$ cat src/rtl/clock_alarm_param.sv
// Parametrised time-of-day counter with run/pause, synchronous load, alarm
// (ring / snooze / acknowledge), 12 h display formatting and a day-rollover pulse.
module clock_alarm_param #(
  parameter int SEC_MAX     = 60,
  parameter int MIN_MAX     = 60,
  parameter int HR_MAX      = 24,
  parameter int SW          = 6,
  parameter int MW          = 6,
  parameter int HW          = 5,
  parameter int RING_SECS   = 30,
  parameter int SNOOZE_MINS = 5
) (
  input  logic          Clk_1sec,
  input  logic          reset,
  input  logic          run,
  input  logic          load,
  input  logic [SW-1:0] load_sec,
  input  logic [MW-1:0] load_min,
  input  logic [HW-1:0] load_hr,
  input  logic          alm_set,
  input  logic [MW-1:0] alm_min,
  input  logic [HW-1:0] alm_hr,
  input  logic          alm_en,
  input  logic          snooze,
  input  logic          alm_ack,
  input  logic          fmt12,
  output logic [SW-1:0] seconds,
  output logic [MW-1:0] minutes,
  output logic [HW-1:0] hours,
  output logic [HW-1:0] disp_hours,
  output logic          pm,
  output logic          day_tick,
  output logic          ringing
);

  localparam logic [SW-1:0] SEC_LAST = SW'(SEC_MAX - 1);
  localparam logic [MW-1:0] MIN_LAST = MW'(MIN_MAX - 1);
  localparam logic [HW-1:0] HR_LAST  = HW'(HR_MAX - 1);

  localparam int SNZ_TICKS = SNOOZE_MINS * SEC_MAX;
  localparam int SNZ_W     = $clog2(SNZ_TICKS + 1);
  localparam int RING_W    = (RING_SECS > 1) ? $clog2(RING_SECS) : 1;

  localparam logic [SNZ_W-1:0]  SNZ_INIT  = SNZ_W'(SNZ_TICKS);
  localparam logic [RING_W-1:0] RING_LAST = RING_W'(RING_SECS - 1);

  typedef enum logic [1:0] {
    IDLE   = 2'd0,
    RING   = 2'd1,
    SNOOZE = 2'd2
  } almState_t;

  logic [SW-1:0]     sec_q, sec_d;
  logic [MW-1:0]     min_q, min_d;
  logic [HW-1:0]     hr_q, hr_d;
  logic              dayTick_q, dayTick_d;
  logic [MW-1:0]     almMin_q, almMin_d;
  logic [HW-1:0]     almHr_q, almHr_d;
  logic [RING_W-1:0] ringCnt_q, ringCnt_d;
  logic [SNZ_W-1:0]  snzCnt_q, snzCnt_d;
  almState_t         state_q, state_d;
  logic              ringing_q;
  logic              incr;
  logic              timeMatch;
  logic [HW-1:0]     dispHr;
  logic              pmFlag;

  assign incr = run && !load;

  // Time next-state: load clamps out-of-range fields to 0, increment carries upward.
  always_comb begin
    sec_d     = sec_q;
    min_d     = min_q;
    hr_d      = hr_q;
    dayTick_d = 1'b0;
    if (load) begin
      sec_d = (load_sec > SEC_LAST) ? '0 : load_sec;
      min_d = (load_min > MIN_LAST) ? '0 : load_min;
      hr_d  = (load_hr  > HR_LAST)  ? '0 : load_hr;
    end else if (run) begin
      if (sec_q >= SEC_LAST) begin
        sec_d = '0;
        if (min_q >= MIN_LAST) begin
          min_d = '0;
          if (hr_q >= HR_LAST) begin
            hr_d      = '0;
            dayTick_d = 1'b1;
          end else begin
            hr_d = hr_q + 1'b1;
          end
        end else begin
          min_d = min_q + 1'b1;
        end
      end else begin
        sec_d = sec_q + 1'b1;
      end
    end
  end

  always_comb begin
    almMin_d = almMin_q;
    almHr_d  = almHr_q;
    if (alm_set) begin
      almMin_d = (alm_min > MIN_LAST) ? '0 : alm_min;
      almHr_d  = (alm_hr  > HR_LAST)  ? '0 : alm_hr;
    end
  end

  // Only an increment edge landing exactly on the alarm minute starts a ring.
  assign timeMatch = incr && (sec_d == '0) && (min_d == almMin_q) && (hr_d == almHr_q);

  always_comb begin
    state_d   = state_q;
    ringCnt_d = ringCnt_q;
    snzCnt_d  = snzCnt_q;
    if (!alm_en) begin
      state_d   = IDLE;
      ringCnt_d = '0;
      snzCnt_d  = '0;
    end else begin
      case (state_q)
        IDLE: begin
          if (!alm_set && timeMatch) begin
            state_d   = RING;
            ringCnt_d = '0;
          end
        end
        RING: begin
          if (alm_set || alm_ack) begin
            state_d   = IDLE;
            ringCnt_d = '0;
          end else if (snooze) begin
            state_d   = SNOOZE;
            ringCnt_d = '0;
            snzCnt_d  = SNZ_INIT;
          end else if (ringCnt_q >= RING_LAST) begin
            state_d   = IDLE;
            ringCnt_d = '0;
          end else begin
            ringCnt_d = ringCnt_q + 1'b1;
          end
        end
        SNOOZE: begin
          if (alm_set || alm_ack) begin
            state_d  = IDLE;
            snzCnt_d = '0;
          end else if (snzCnt_q <= SNZ_W'(1)) begin
            state_d   = RING;
            ringCnt_d = '0;
            snzCnt_d  = '0;
          end else begin
            snzCnt_d = snzCnt_q - 1'b1;
          end
        end
        default: begin
          state_d   = IDLE;
          ringCnt_d = '0;
          snzCnt_d  = '0;
        end
      endcase
    end
  end

  always_ff @(posedge Clk_1sec or posedge reset) begin
    if (reset) begin
      sec_q     <= '0;
      min_q     <= '0;
      hr_q      <= '0;
      dayTick_q <= 1'b0;
      almMin_q  <= '0;
      almHr_q   <= '0;
      ringCnt_q <= '0;
      snzCnt_q  <= '0;
      state_q   <= IDLE;
      ringing_q <= 1'b0;
    end else begin
      sec_q     <= sec_d;
      min_q     <= min_d;
      hr_q      <= hr_d;
      dayTick_q <= dayTick_d;
      almMin_q  <= almMin_d;
      almHr_q   <= almHr_d;
      ringCnt_q <= ringCnt_d;
      snzCnt_q  <= snzCnt_d;
      state_q   <= state_d;
      ringing_q <= (state_d == RING);
    end
  end

  // 12 h view only makes sense for a 24-hour day; other day lengths pass through.
  always_comb begin
    dispHr = hr_q;
    pmFlag = 1'b0;
    if (fmt12 && (HR_MAX == 24)) begin
      pmFlag = (hr_q >= HW'(12));
      if (hr_q >= HW'(12)) begin
        dispHr = hr_q - HW'(12);
      end
      if (dispHr == '0) begin
        dispHr = HW'(12);
      end
    end
  end

  assign seconds    = sec_q;
  assign minutes    = min_q;
  assign hours      = hr_q;
  assign disp_hours = dispHr;
  assign pm         = pmFlag;
  assign day_tick   = dayTick_q;
  assign ringing    = ringing_q;

endmodule

$ cat config.mk
export PLATFORM = sky130hd
export DESIGN_NAME = clock_alarm_param
export DESIGN_NICKNAME = d
export VERILOG_FILES = /design/src/rtl/clock_alarm_param.sv
export SDC_FILE = /design/constraint.sdc
export NUM_CORES = 1
export LEC_CHECK = 0
export CAP_MARGIN = 10
export CORE_MARGIN = 3
export CORE_UTILIZATION = 48
export CTS_CLUSTER_SIZE = 24
export DETAILED_ROUTE_END_ITERATION = 7
export PLACE_DENSITY = 0.81
export SLEW_MARGIN = 20
export SYNTH_ARGS = -nofsm -noshare
export SYNTH_HDL_FRONTEND = slang
export SYNTH_SLANG_ARGS = --single-unit
$ cat constraint.sdc
create_clock -name Clk_1sec -period 2.65 [get_ports Clk_1sec]
set_clock_uncertainty 0.15 [all_clocks]
set_input_delay 0.3975 -clock Clk_1sec [delete_from_list [all_inputs] [get_ports Clk_1sec]]
set_output_delay 0.3975 -clock Clk_1sec [all_outputs]
set_load 0.01 [all_outputs]
-- Word level (Yosys, flattened, before mapping)
Index checks and enable logic that the tools add are counted.
- register bits after elaboration: 46
- bits in latches: 0
- memory bits (writable): 0
- memory bits (read-only): 0
- bits of input ports: 37
- output and inout bits: 25
- word-level logic and storage cells: 100
- memories kept: 0
- add/subtract/negate cells: 6
- multipliers: 0
- div/mod/pow operators: 0
- order comparisons: 11
- eq/ne operators: 11
- shift operators: 0
- multiplexer cells: 49
- bitwise gates (word level): 0
- reduce and logical (&&, ||, !) cells: 13
- operators by type and width (cell ; number):
    $mux W5 ; 18
    $mux W6 ; 10
    $mux W9 ; 5
    $pmux W9 S3 ; 1
    $gt A6 B6 Y1 const B ; 3
    $ne A3 B3 Y1 const B ; 5
    $pmux W5 S3 ; 1
    $mux W2 ; 7
    $add A6 B1 Y6 const B ; 2
    $ge A6 B6 Y1 const B ; 2
    $add A5 B1 Y5 const B ; 2
    $ge A5 B5 Y1 const B ; 2
    $gt A5 B5 Y1 const B ; 2
    $le A9 B1 Y1 const B ; 1
    $sub A9 B1 Y9 const B ; 1
    $eq A6 B6 Y1 ; 1
    $logic_not A6 Y1 ; 1
    $mux W1 ; 6
    $pmux W2 S3 ; 1
    $reduce_and A3 Y1 ; 2
    $eq A5 B5 Y1 ; 1
    $ge A5 B4 Y1 const B ; 1
    $logic_and A1 B1 Y1 ; 5
    $logic_not A5 Y1 ; 1
    7 further kinds ; 9

-- Logic depth before layout (Yosys ltp)
- depth in word-level cells: 13
- depth in mapped cells: 11
- gate-level depth less buffers: 10

-- Worst setup path after synthesis
No wires, ideal clock.
- path kind: reg2reg
- start: register min_q[0], in the netlist minutes[0]
- end: register state_q[1]
- library setup time: 0.122 ns
- data arrival time: 2.668 ns
- data required time: 2.378 ns
- setup slack: -0.291 ns
- cell stages (with the launch flop): 12
- path buffers: 2
- clock period less this slack: 2.941 ns
- path through: dfrtp_1 > ha_1 > buf_2 > o2111a_2 > a31oi_2 > a21oi_1 > mux2i_1 > a221o_1 > or4_1 > buf_2 > a31oi_1 > nor3b_1
- cells in the longest elaborated chain, start to end: 12
- elaborated cells between the ends (all ways): 18
- classes of those cells: add/sub (1); order compare (1); eq/ne (2); mux (11); reduce/logical (3)
- RTL lines (what ; line ; source):
    start: declaration ; 54 ; logic [MW-1:0] min_q, min_d;
    start signal: assignment ; 178 ; min_q <= min_d;
    $add A6 B1 Y6 / $ge A6 B6 Y1 (equally long branches) ; 92, 83 ;
    $mux W6 ; 83 ; if (min_q >= MIN_LAST) begin
    $mux W6 ; 81 ; if (sec_q >= SEC_LAST) begin
    $mux W6 ; 80 ; end else if (run) begin
    $mux W6 ; 76 ; if (load) begin
    $eq A6 B6 Y1 ; 110 ; assign timeMatch = incr && (sec_d == '0) && (min_d == almMin_q) && (hr_d == almHr_q);
    $logic_and A1 B1 Y1 ; 110 ;
    $logic_and A1 B1 Y1 (*) ; 110 ;
    $logic_and A1 B1 Y1 (*) ; 123 ; if (!alm_set && timeMatch) begin
    $mux W2 (*) ; 123 ;
    $pmux W2 S3 (*) ; 121 ; case (state_q)
    $mux W2 (*) ; 116 ; if (!alm_en) begin
    via state_d[1] ; 61 ; almState_t state_q, state_d;
    end signal: assignment ; 185 ; state_q <= state_d;
    end: declaration ; 61 ;
Mark *: on every way through the listed nets, which the timed path passes. The rest lies on a longest branch.
A chain may end at the register's enable or synchronous reset.

-- Worst setup path in the final report
- start: register min_q[1], in the netlist minutes[1]
- end: register state_q[1]
Same word-level chain as after synthesis.

==> results.yml <==
run_status:
  run_status: "finished, violations left"
  violations: "setup timing"
finish:
  final_cell_mix: "buf_4, clkdlybuf4s50_1, dfrtp_1"
  final_common_cell: "buf_4"
  final_layout_size_suffix_gt1_frac: 0.314
  synthToLayoutAreaGrowth_pct: 56.4
  n_antenna_cell: 0
  fill_cells: 490
  nets: 632
synth:
  synthCells: 411
  synthFlopType: "dfrtp_1"
  ys_seq_area_frac: 0.334
  synth_top_area_frac: 0.334
  postSynth.asyncResetShare: 1.00
  yosysWarningCount: 0
  synth.distinct_cells: 68
  syn_nets: 462
  ys_seq_elements: 46
  synth_edf_count: 0
  synth.area.top_cells: "dfrtp_1, nand3_1, ha_1"
  syn_area_um2: 3450
  syn_avg_cell_area_um2: 8.39
  synth_top_area_cell: "dfrtp_1"
floorplanning:
  fp.dieH_um: 90.7
  boundaryPins: 62
  core-area_um2: 6870
  dieArea_um2: 8230
  start_util: 0.502
  die_w_um: 90.7
  num_rows: 30
setup_path:
  crit_buf_inv: 2
  slowest_delay_ns: 0.58
  crit_family: "simple AND/OR/NAND/NOR gates"
  path_class: "register to register"
  crit_arrival_ns: 2.99
  reg2reg_from: "minutes[1]"
  required_ns: 2.69
  cp_slowest_cell: "or4_4"
  path_cells: "buf_4 -> buf_4 -> and3_1 -> a41o_1 -> a32oi_2 -> xor2_1 -> nand4_1 -> or4_4 -> a31oi_1 -> nor3b_1"
  worst-path-max-fanout: 6
  cp-end-kind: "register"
  crit_path_start: "minutes[1]"
  cp-start-kind: "register"
  crit_top_cell: "buf_4"
power:
  peakVddDrop_uv: 251
  power_w: 0.00223
  leakagePower_nw: 2.36
  p_per_area_nw_per_um2: 414
routing:
  drt_wl_total_um: 12600
  drt-pass1-iter-count: 8
  drt-initial-drc-count: 399
  wl_per_cell_um: 18.5
  via_count: 4209
  drcViolationCount: 0
  viasPerCell: 6.21
  ant_nets: 0
sta:
  timing.final.ws_setup_ns: -0.299
  finalHoldViolCount: 0
  worst_pin_slew_ns: 0.700
  period_minus_slack_ns: 2.95
  final.period_utilization: 1.11
  max_slew_margin: 0.530
  setup_tns_ns: -1.95
  maxSlewViolCount: 0
  finalSetupViolCount: 8
  rsz0062_at_grt: "true"
  max_freq_ghz: 0.339
cts:
  clock_latency_ns: 0.30
  cts-hold-fix-buffers: 0
  root_buffer: "clkbuf_8"
  clockBufferDepth: 2
  cts_tree: "done"
  cts_made_buffers: 5
  clock-sinks: 46
  clk_pin_slew_worst_paths_ns: 0.09
  h-tree-depth: 2
grt:
  gr-total-overflow: 0
  antenna_found_initial: 0
  grt_pass1_wl_um: 20200
  grt_pass1_vias: 4270
  grt_use_total: 0.298
  grt_max_degree: 30
place:
  gp_congestion: 0.965
  io_buffers: 61
  dp_hpwl_um: 8940
job:
  maxCapViolCount: 0
worst_hold_path:
  min_path_type: "input pin to async pin"
==> report_power, final <==
group	internal, W	leakage [nW]	switching, W
Clock	0.000282	0.0514	0.000250
Combinational	0.000462	1.72	0.000417
Sequential	0.000749	0.588	0.0000707
Total	0.00149	2.36	0.000737
==> worst reg2reg max path: stages, from the launching register on <==
cell and delay [ns]:
dfrtp_1 0.42, buf_4 0.14, buf_4 0.14, and3_1 0.22
a41o_1 0.26, a32oi_2 0.22, xor2_1 0.26, nand4_1 0.19
or4_4 0.59, a31oi_1 0.18, nor3b_1 0.07
==> metrics by stage <==
| stage | utilization | instances | cell area (µm²) | setup slack, ns | hold WS, ns |
|---|---|---|---|---|---|
| finish | 0.785 | 678 | 5390 | -0.299 | 0.262 |
| global route | 0.785 | 678 | 5390 | -0.343 | 0.297 |
| CTS | 0.763 | 672 | 5240 | -0.191 | 0.275 |
| detailed placement | 0.713 | 650 | 4900 | -0.799 | 0.348 |
| global placement | 0.713 | 650 | 4900 | -0.751 | 0.340 |
| floorplan | - | 411 | 3490 | -0.161 | 0.319 |
==> synthesized netlist by cell type (4+ instances only) <==
library cell	number
xor2_1	5
nor3_1	8
o21ai_0	29
o31ai_1	6
clkbuf_1	7
ha_1	14
a21o_1	6
a31oi_1	9
o211ai_1	5
nor2_1	23
or4_1	4
and3_1	7
nand3_1	39
or2_2	4
mux2i_1	7
a21oi_1	23
buf_2	10
nand4_1	11
a22o_1	8
dfrtp_1	46
a311oi_1	5
inv_1	22
nor4_1	5
nand2_1	35
nor2b_1	5
==> per-layer routing <==
metal,GRT usage,part of all wire,vias to the layer above
li1,-,-,1901
met1,0.345,0.39,2039
met2,0.532,0.52,216
met3,0.0542,0.057,53
met4,0.131,0.038,0
met5,0,0,-
==> cell type report <==
type | count | area (µm²) | share of cell area
Multi-Input combinational cell | 323 | 2370 | 0.440
Timing Repair Buffer | 182 | 1550 | 0.287
Sequential cell | 46 | 1160 | 0.215
Tap cell | 96 | 120 | 0.0223
Inverter | 23 | 86.3 | 0.0160
Clock buffer | 6 | 72.6 | 0.0135
Clock inverter | 2 | 37.5 | 0.00696
==> flip-flops by register name (all words and copies together) (netlist names), 2 cells and up <==
register and flops:
snzCnt_q 9, almMin_q 6, minutes 6, seconds 6, almHr_q 5, hours 5
ringCnt_q 5, state_q 2
==> final timing paths <==
path,endpoint,slack [ns],depth (start not counted)
setup reg to reg,state_q[1],-0.30,10
hold reg to reg,snzCnt_q[7],0.42,1
setup / recovery,state_q[1],-0.30,10
max in group asynchronous,seconds[5],1.54,3
hold / removal,snzCnt_q[1],0.26,2
min in group Clk_1sec,snzCnt_q[7],0.42,1
==> kinds of logic after synthesis <==
group           count (synthesis)  share of synthesized area
buf+inv                        42                     0.0505
fa+ha+maj                      14                     0.0508
compound gates                127                      0.263
xor+xnor                        8                     0.0203
simple gates                  165                      0.254
mux                             9                     0.0269
flops                          46                      0.334
==> what timing repair did <==
action | CTS | global route
pin swaps | 19 | 12
gates resized for setup | 34 | 23
buffers inserted | 14 | 6
setup endpoints to repair | 14 | 18
(Power assumes the default switching activity.)
==> patch 1, RTL diff (same settings) <==
The parameter `HW` goes from 5 to 6.
--- a/src/rtl/clock_alarm_param.sv
+++ b/src/rtl/clock_alarm_param.sv
@@ -6,7 +6,7 @@
   parameter int HR_MAX      = 24,
   parameter int SW          = 6,
   parameter int MW          = 6,
-  parameter int HW          = 5,
+  parameter int HW          = 6,
   parameter int RING_SECS   = 30,
   parameter int SNOOZE_MINS = 5
 ) (
Interface: changed (resized alm_hr, disp_hours, hours and load_hr); port bits go from 62 to 66. The function was not compared with the original's and may differ.
==> patch 1 against the original RTL <==
The flow still finishes with violations (negative setup slack). Power decreased by 4.6%. Final area increased by 0.60%. Final cell count increased by 1.6%. Global-route usage decreased by 1.2 points. Synthesized area increased by 1.9%. Setup slack got worse by 0.69 ns. Routed wire length decreased by 2.4%. Sequential cell count increased by 2. Largest power group is now sequential cells.
==> patch 1: results (changes against the original RTL) <==
outcome:
  status: "finished, violations left"
  violations: "negative setup slack"
timing:
  fin_setup_tns_ns: -7.626  # -5.672 ns
  fin_ws_ns: -0.9937  # -0.6948 ns
  min_period_ns: 3.644  # +0.6948 ns
  setup_viol: 9  # +1
  slew_headroom_pct: 56.56  # +3.5 points
clock_network:
  clk-insertion-delay-late_ns: 0.32  # +0.02 ns
finish:
  multi_input_area_mm2: 0.002296  # -3.2%
  finalNetCount: 646  # +2.2%
  layout-drive-gt1-share_pct: 29.68  # -1.8 points
place:
  post-place-ws_ns: -1.354  # -0.5547 ns
  hpwl_mm: 8.838  # -1.1%
  placed_cell_area_mm2: 0.005024  # +2.5%
  place_congestion: 0.9820  # +1.8%
  numPortBuffers: 65  # +6.6%
yosys:
  synth_compound_area_share_pct: 25.94  # -0.37 points
  synth_commonest_cells: "dfrtp_1, o21ai_0, nand2_1"
  synthMuxAreaShare_pct: 0.5702  # -2.1 points
  yosysSeqAreaShare_pct: 34.21  # +0.82 points
  synth_adder_area_share_pct: 5.346  # +0.26 points
critical_path:
  ff2ff_path_depth: 11  # +1
  arrival_ns: 3.72  # +0.73 ns
  rr_endpoint: "ringCnt_q[4]"
  r2r-start: "hours[0]"
routing:
  viasPerCell: 6.013  # -3.1%
  drt_wl_total_mm: 12.26  # -2.4%
  drtIter0Drc: 354  # -11%
  firstDrtPassIters: 5  # -3
global_routing:
  track_usage_pct: 28.61  # -1.2 points
  grt_pass1_vias: 4127  # -3.3%
  grt_max_degree: 49  # +63%
min_path:
  hp-class: "flop to flop"
pwr:
  peakVddDrop_mv: 0.2474  # -1.4%
  leakage_nw: 2.406  # +1.9%
[patch 1: kinds of logic (layout without fill, tap and decap cells)]
group / after synthesis / after routing
mux: 2 / 2
fa+ha+maj: 15 / 15
simple gates: 170 / 170
compound gates: 126 / 126
xor+xnor: 9 / 9
flops: 48 / 48
buf+inv: 48 / 223
[patch 1: per-stage QoR]
stage / power, W / std cells
2_1_floorplan: 0.001110 / 418
3_3_place_gp: 0.001469 / 668
3_5_place_dp: 0.001483 / 668
4_1_cts: 0.002092 / 686
5_1_grt: 0.002205 / 689
6_report: 0.002127 / 689
[patch 1: worst min-delay path, stage by stage (launching register included)]
cell and delay, ns:
dfrtp_1 0.34, o21ai_0 0.08, o31ai_1 0.06
[patch 1: final cells by class]
type                    instances  area share [%]
flip-flops and latches         48           22.19
repair buffers                188           29.17
well taps                      96           2.214
inverters                      27           1.868
clock buffers                   6           1.522
multi-input cells             322           42.32
clock inverters                 2          0.7149
[patch 1: report_power, final]
part	internal [W]	switching [W]	leakage, nW
logic	0.000381	0.000340	1.72
registers	0.000773	0.0000450	0.625
clock network	0.000309	0.000279	0.0614
total	0.00146	0.000664	2.41
[patch 1: layer usage]
layer	global-route usage, %	share of wire [%]
met5	0	0
met4	10.18	2.9
met3	4.060	6.4
met2	51.80	51
met1	34.21	39
[patch 1: worst min path at each step]
stage                 start            to  slack (ns)  depth (start not counted)
6_report        snzCnt_q[7]   snzCnt_q[7]        0.36                          2
2_1_floorplan   snzCnt_q[6]   snzCnt_q[6]        0.31                          1
4_1_cts         snzCnt_q[7]   snzCnt_q[7]        0.37                          2
5_1_grt        ringCnt_q[3]  ringCnt_q[3]        0.40                          1
3_3_place_gp   ringCnt_q[4]  ringCnt_q[4]        0.34                          1
3_5_place_dp   ringCnt_q[4]  ringCnt_q[4]        0.34                          1
[patch 1: repair_timing]
item                       in CTS  in global routing
buffers inserted               10                  3
resized for setup              34                 10
cloned                          0                  0
setup endpoints to repair      14                 12
pin swaps                      18                  3
hold buffers                    0                  0
==> patch 2, RTL diff (config.mk and constraints unchanged) <==
Made on the original files. Take the reset off `hr_q` and load it in a clocked block of its own.
--- a/src/rtl/clock_alarm_param.sv
+++ b/src/rtl/clock_alarm_param.sv
@@ -165,7 +165,6 @@
     if (reset) begin
       sec_q     <= '0;
       min_q     <= '0;
-      hr_q      <= '0;
       dayTick_q <= 1'b0;
       almMin_q  <= '0;
       almHr_q   <= '0;
@@ -176,7 +175,6 @@
     end else begin
       sec_q     <= sec_d;
       min_q     <= min_d;
-      hr_q      <= hr_d;
       dayTick_q <= dayTick_d;
       almMin_q  <= almMin_d;
       almHr_q   <= almHr_d;
@@ -185,6 +183,10 @@
       state_q   <= state_d;
       ringing_q <= (state_d == RING);
     end
+  end
+
+  always_ff @(posedge Clk_1sec) begin
+    hr_q <= hr_d;
   end
 
   // 12 h view only makes sense for a 24-hour day; other day lengths pass through.
Check against the original RTL: not equivalent (a bounded check fails within 4 cycles, from zero or initial values and one cycle with reset high).
==> patch 2 against the original RTL <==
The run still ends with negative setup slack left. Setup slack gained 0.0077 ns. Combinational power hardly changed. Routed wire length grew 4.1%. Synthesized area fell by 0.73%. Critical path type unchanged. Sequential power rose by 0.6%. Highest routed layer unchanged. Final area did not move. Sequential cell count unchanged. Power grew 1.7%. Maximum frequency is 0.26% higher.
==> patch 2: results (changes against the original RTL) <==
yosys:
  synthCells: 411  # unchanged
  syn_nets: 462  # unchanged
  yosysUniqueCellTypes: 69  # +1.5%
  yosysSeqAreaShare_pct: 32.91  # -0.49 points
  async_reset_ff_share_pct: 89.13  # -11 points
  yosys-top-cells-area: "dfrtp_1, nand3_1, ha_1, o21ai_0, nand2_1"
  synth_compound_area_share_pct: 26.51  # +0.19 points
  synth_xor_area_share_pct: 2.048  # +0.015 points
  synthMuxAreaShare_pct: 2.706  # +0.020 points
  synth_adder_area_share_pct: 5.119  # +0.037 points
  synth_commonest_cells: "dfrtp_1, nand3_1, nand2_1"
place:
  placed_cell_area_mm2: 0.004856  # -0.92%
  dpl.cell_count: 649  # -0.15%
  place_congestion: 0.9613  # -0.36%
  hpwl_mm: 8.682  # -2.8%
pwr:
  peakVddDrop_mv: 0.2221  # -12%
  p_sw_share_pct: 34.57  # +1.5 points
  leakage_nw: 2.336  # -1.1%
global_routing:
  grt_pass1_vias: 4220  # -1.2%
  track_usage_pct: 29.56  # -0.22 points
  grt_pass1_wl_mm: 19.93  # -1.1%
  grt_max_degree: 42  # +40%
  use_met1_pct: 34.55  # +0.095 points
  use_met3_pct: 4.750  # -0.67 points
  met2_usage_pct: 52.46  # -0.78 points
critical_path:
  cp_max_fo: 6  # unchanged
  ff2ff_path_depth: 9  # -1
  slowest_delay_ns: 0.50  # -0.08 ns
  crit_family: "compound AO/OA/AOI/OAI gates"
  cp_slowest_cell: "or4_4"
clock_network:
  clk-insertion-delay-late_ns: 0.32  # +0.02 ns
  cts_resized: 42  # +24%
  postCtsSetupBuffers: 13  # -1
  htree_levels: 2  # unchanged
  clk_path_buf_depth: 2  # unchanged
timing:
  setup_viol: 10  # +2
  fin_ws_ns: -0.2912  # +0.007652 ns
  slew_headroom_pct: 64.32  # +11 points
routing:
  drt_wl_total_mm: 13.07  # +4.1%
  drtIter0Drc: 445  # +12%
  wl_met1_mm: 4.858  # +0.37%
  firstDrtPassIters: 7  # -1
  vias: 4283  # +1.8%
  wl_met3_um: 966  # +35%
  highest_layer: "met4"
  wl_met2_mm: 6.526  # about the same
finish:
  seq_area_mm2: 0.001140  # -1.6%
  clkCellAreaFrac_pct: 2.088  # +0.046 points
  buffers: 180  # -1.1%
  nNonClkInverters: 23  # unchanged
  finalNetCount: 630  # -0.32%
  fillCellCount: 443  # -9.6%
  fin_cells: 676  # -0.29%
  diodes: 0  # unchanged
  multi_input_area_share_pct: 45.22  # +1.2 points
  buffer_area_share_pct: 27.73  # -0.93 points
  layout-drive-gt1-share_pct: 31.90  # +0.45 points
outcome:
  status: "finished, violations left"
  violations: "negative setup slack"
min_path:
  hp-class: "primary input to asynchronous set/reset pin"
## patch 2: cell types whose count changed in the layout (fill, tap and decap cells not counted), moves of 2 or more
cell           change
dfrtp_2            -4
clkbuf_2           +3
dfxtp_4            +3
buf_12             -2
dfxtp_1            +2
dlygate4sd2_1      -2
nor2_2             -2
o31ai_1            -2
## patch 2: logic make-up (layout without fill, tap and decap cells)
group                      Yosys count  after routing
DFF                                 46             46
buffers and inverters               42            211
and+or+nand+nor                    165            165
muxes                                9              9
xor gates and xnor gates             8              8
AOI/OAI and AO/OA                  127            127
adders and majority gates           14             14
## patch 2: per-stage QoR
step | hold slack [ns] | worst slack [ns] | setup TNS (ns) | power (W)
finish | 0.3505 | -0.2912 | -1.869 | 0.002267
global route | 0.4139 | -0.3316 | -2.689 | 0.002350
CTS | 0.3777 | -0.2055 | -1.031 | 0.002172
detailed placement | 0.3632 | -0.7015 | -5.291 | 0.001564
global placement | 0.3441 | -0.6156 | -4.521 | 0.001545
floorplan | 0.3186 | -0.1611 | -0.7505 | 0.001152
## patch 2: path summary, 6_finish.rpt
check	start	to	slack, ns
max	minutes[0]	state_q[1]	-0.29
min	reset	snzCnt_q[5]	0.35
max reg2reg	minutes[0]	state_q[1]	-0.29
min reg2reg	almMin_q[5]	almMin_q[5]	0.40
max in group asynchronous	reset	minutes[0]	1.61
min in group Clk_1sec	almMin_q[5]	almMin_q[5]	0.40
## patch 2: power groups by stage
stage | clock network (W) | registers (W) | logic (W)
final | 0.000562 | 0.000824 | 0.000882
after global routing | 0.000585 | 0.000829 | 0.000936
after CTS | 0.000553 | 0.000813 | 0.000805
after detailed placement | 0 | 0.000817 | 0.000747
after global placement | 0 | 0.000814 | 0.000731
after floorplan | 0 | 0.000824 | 0.000328
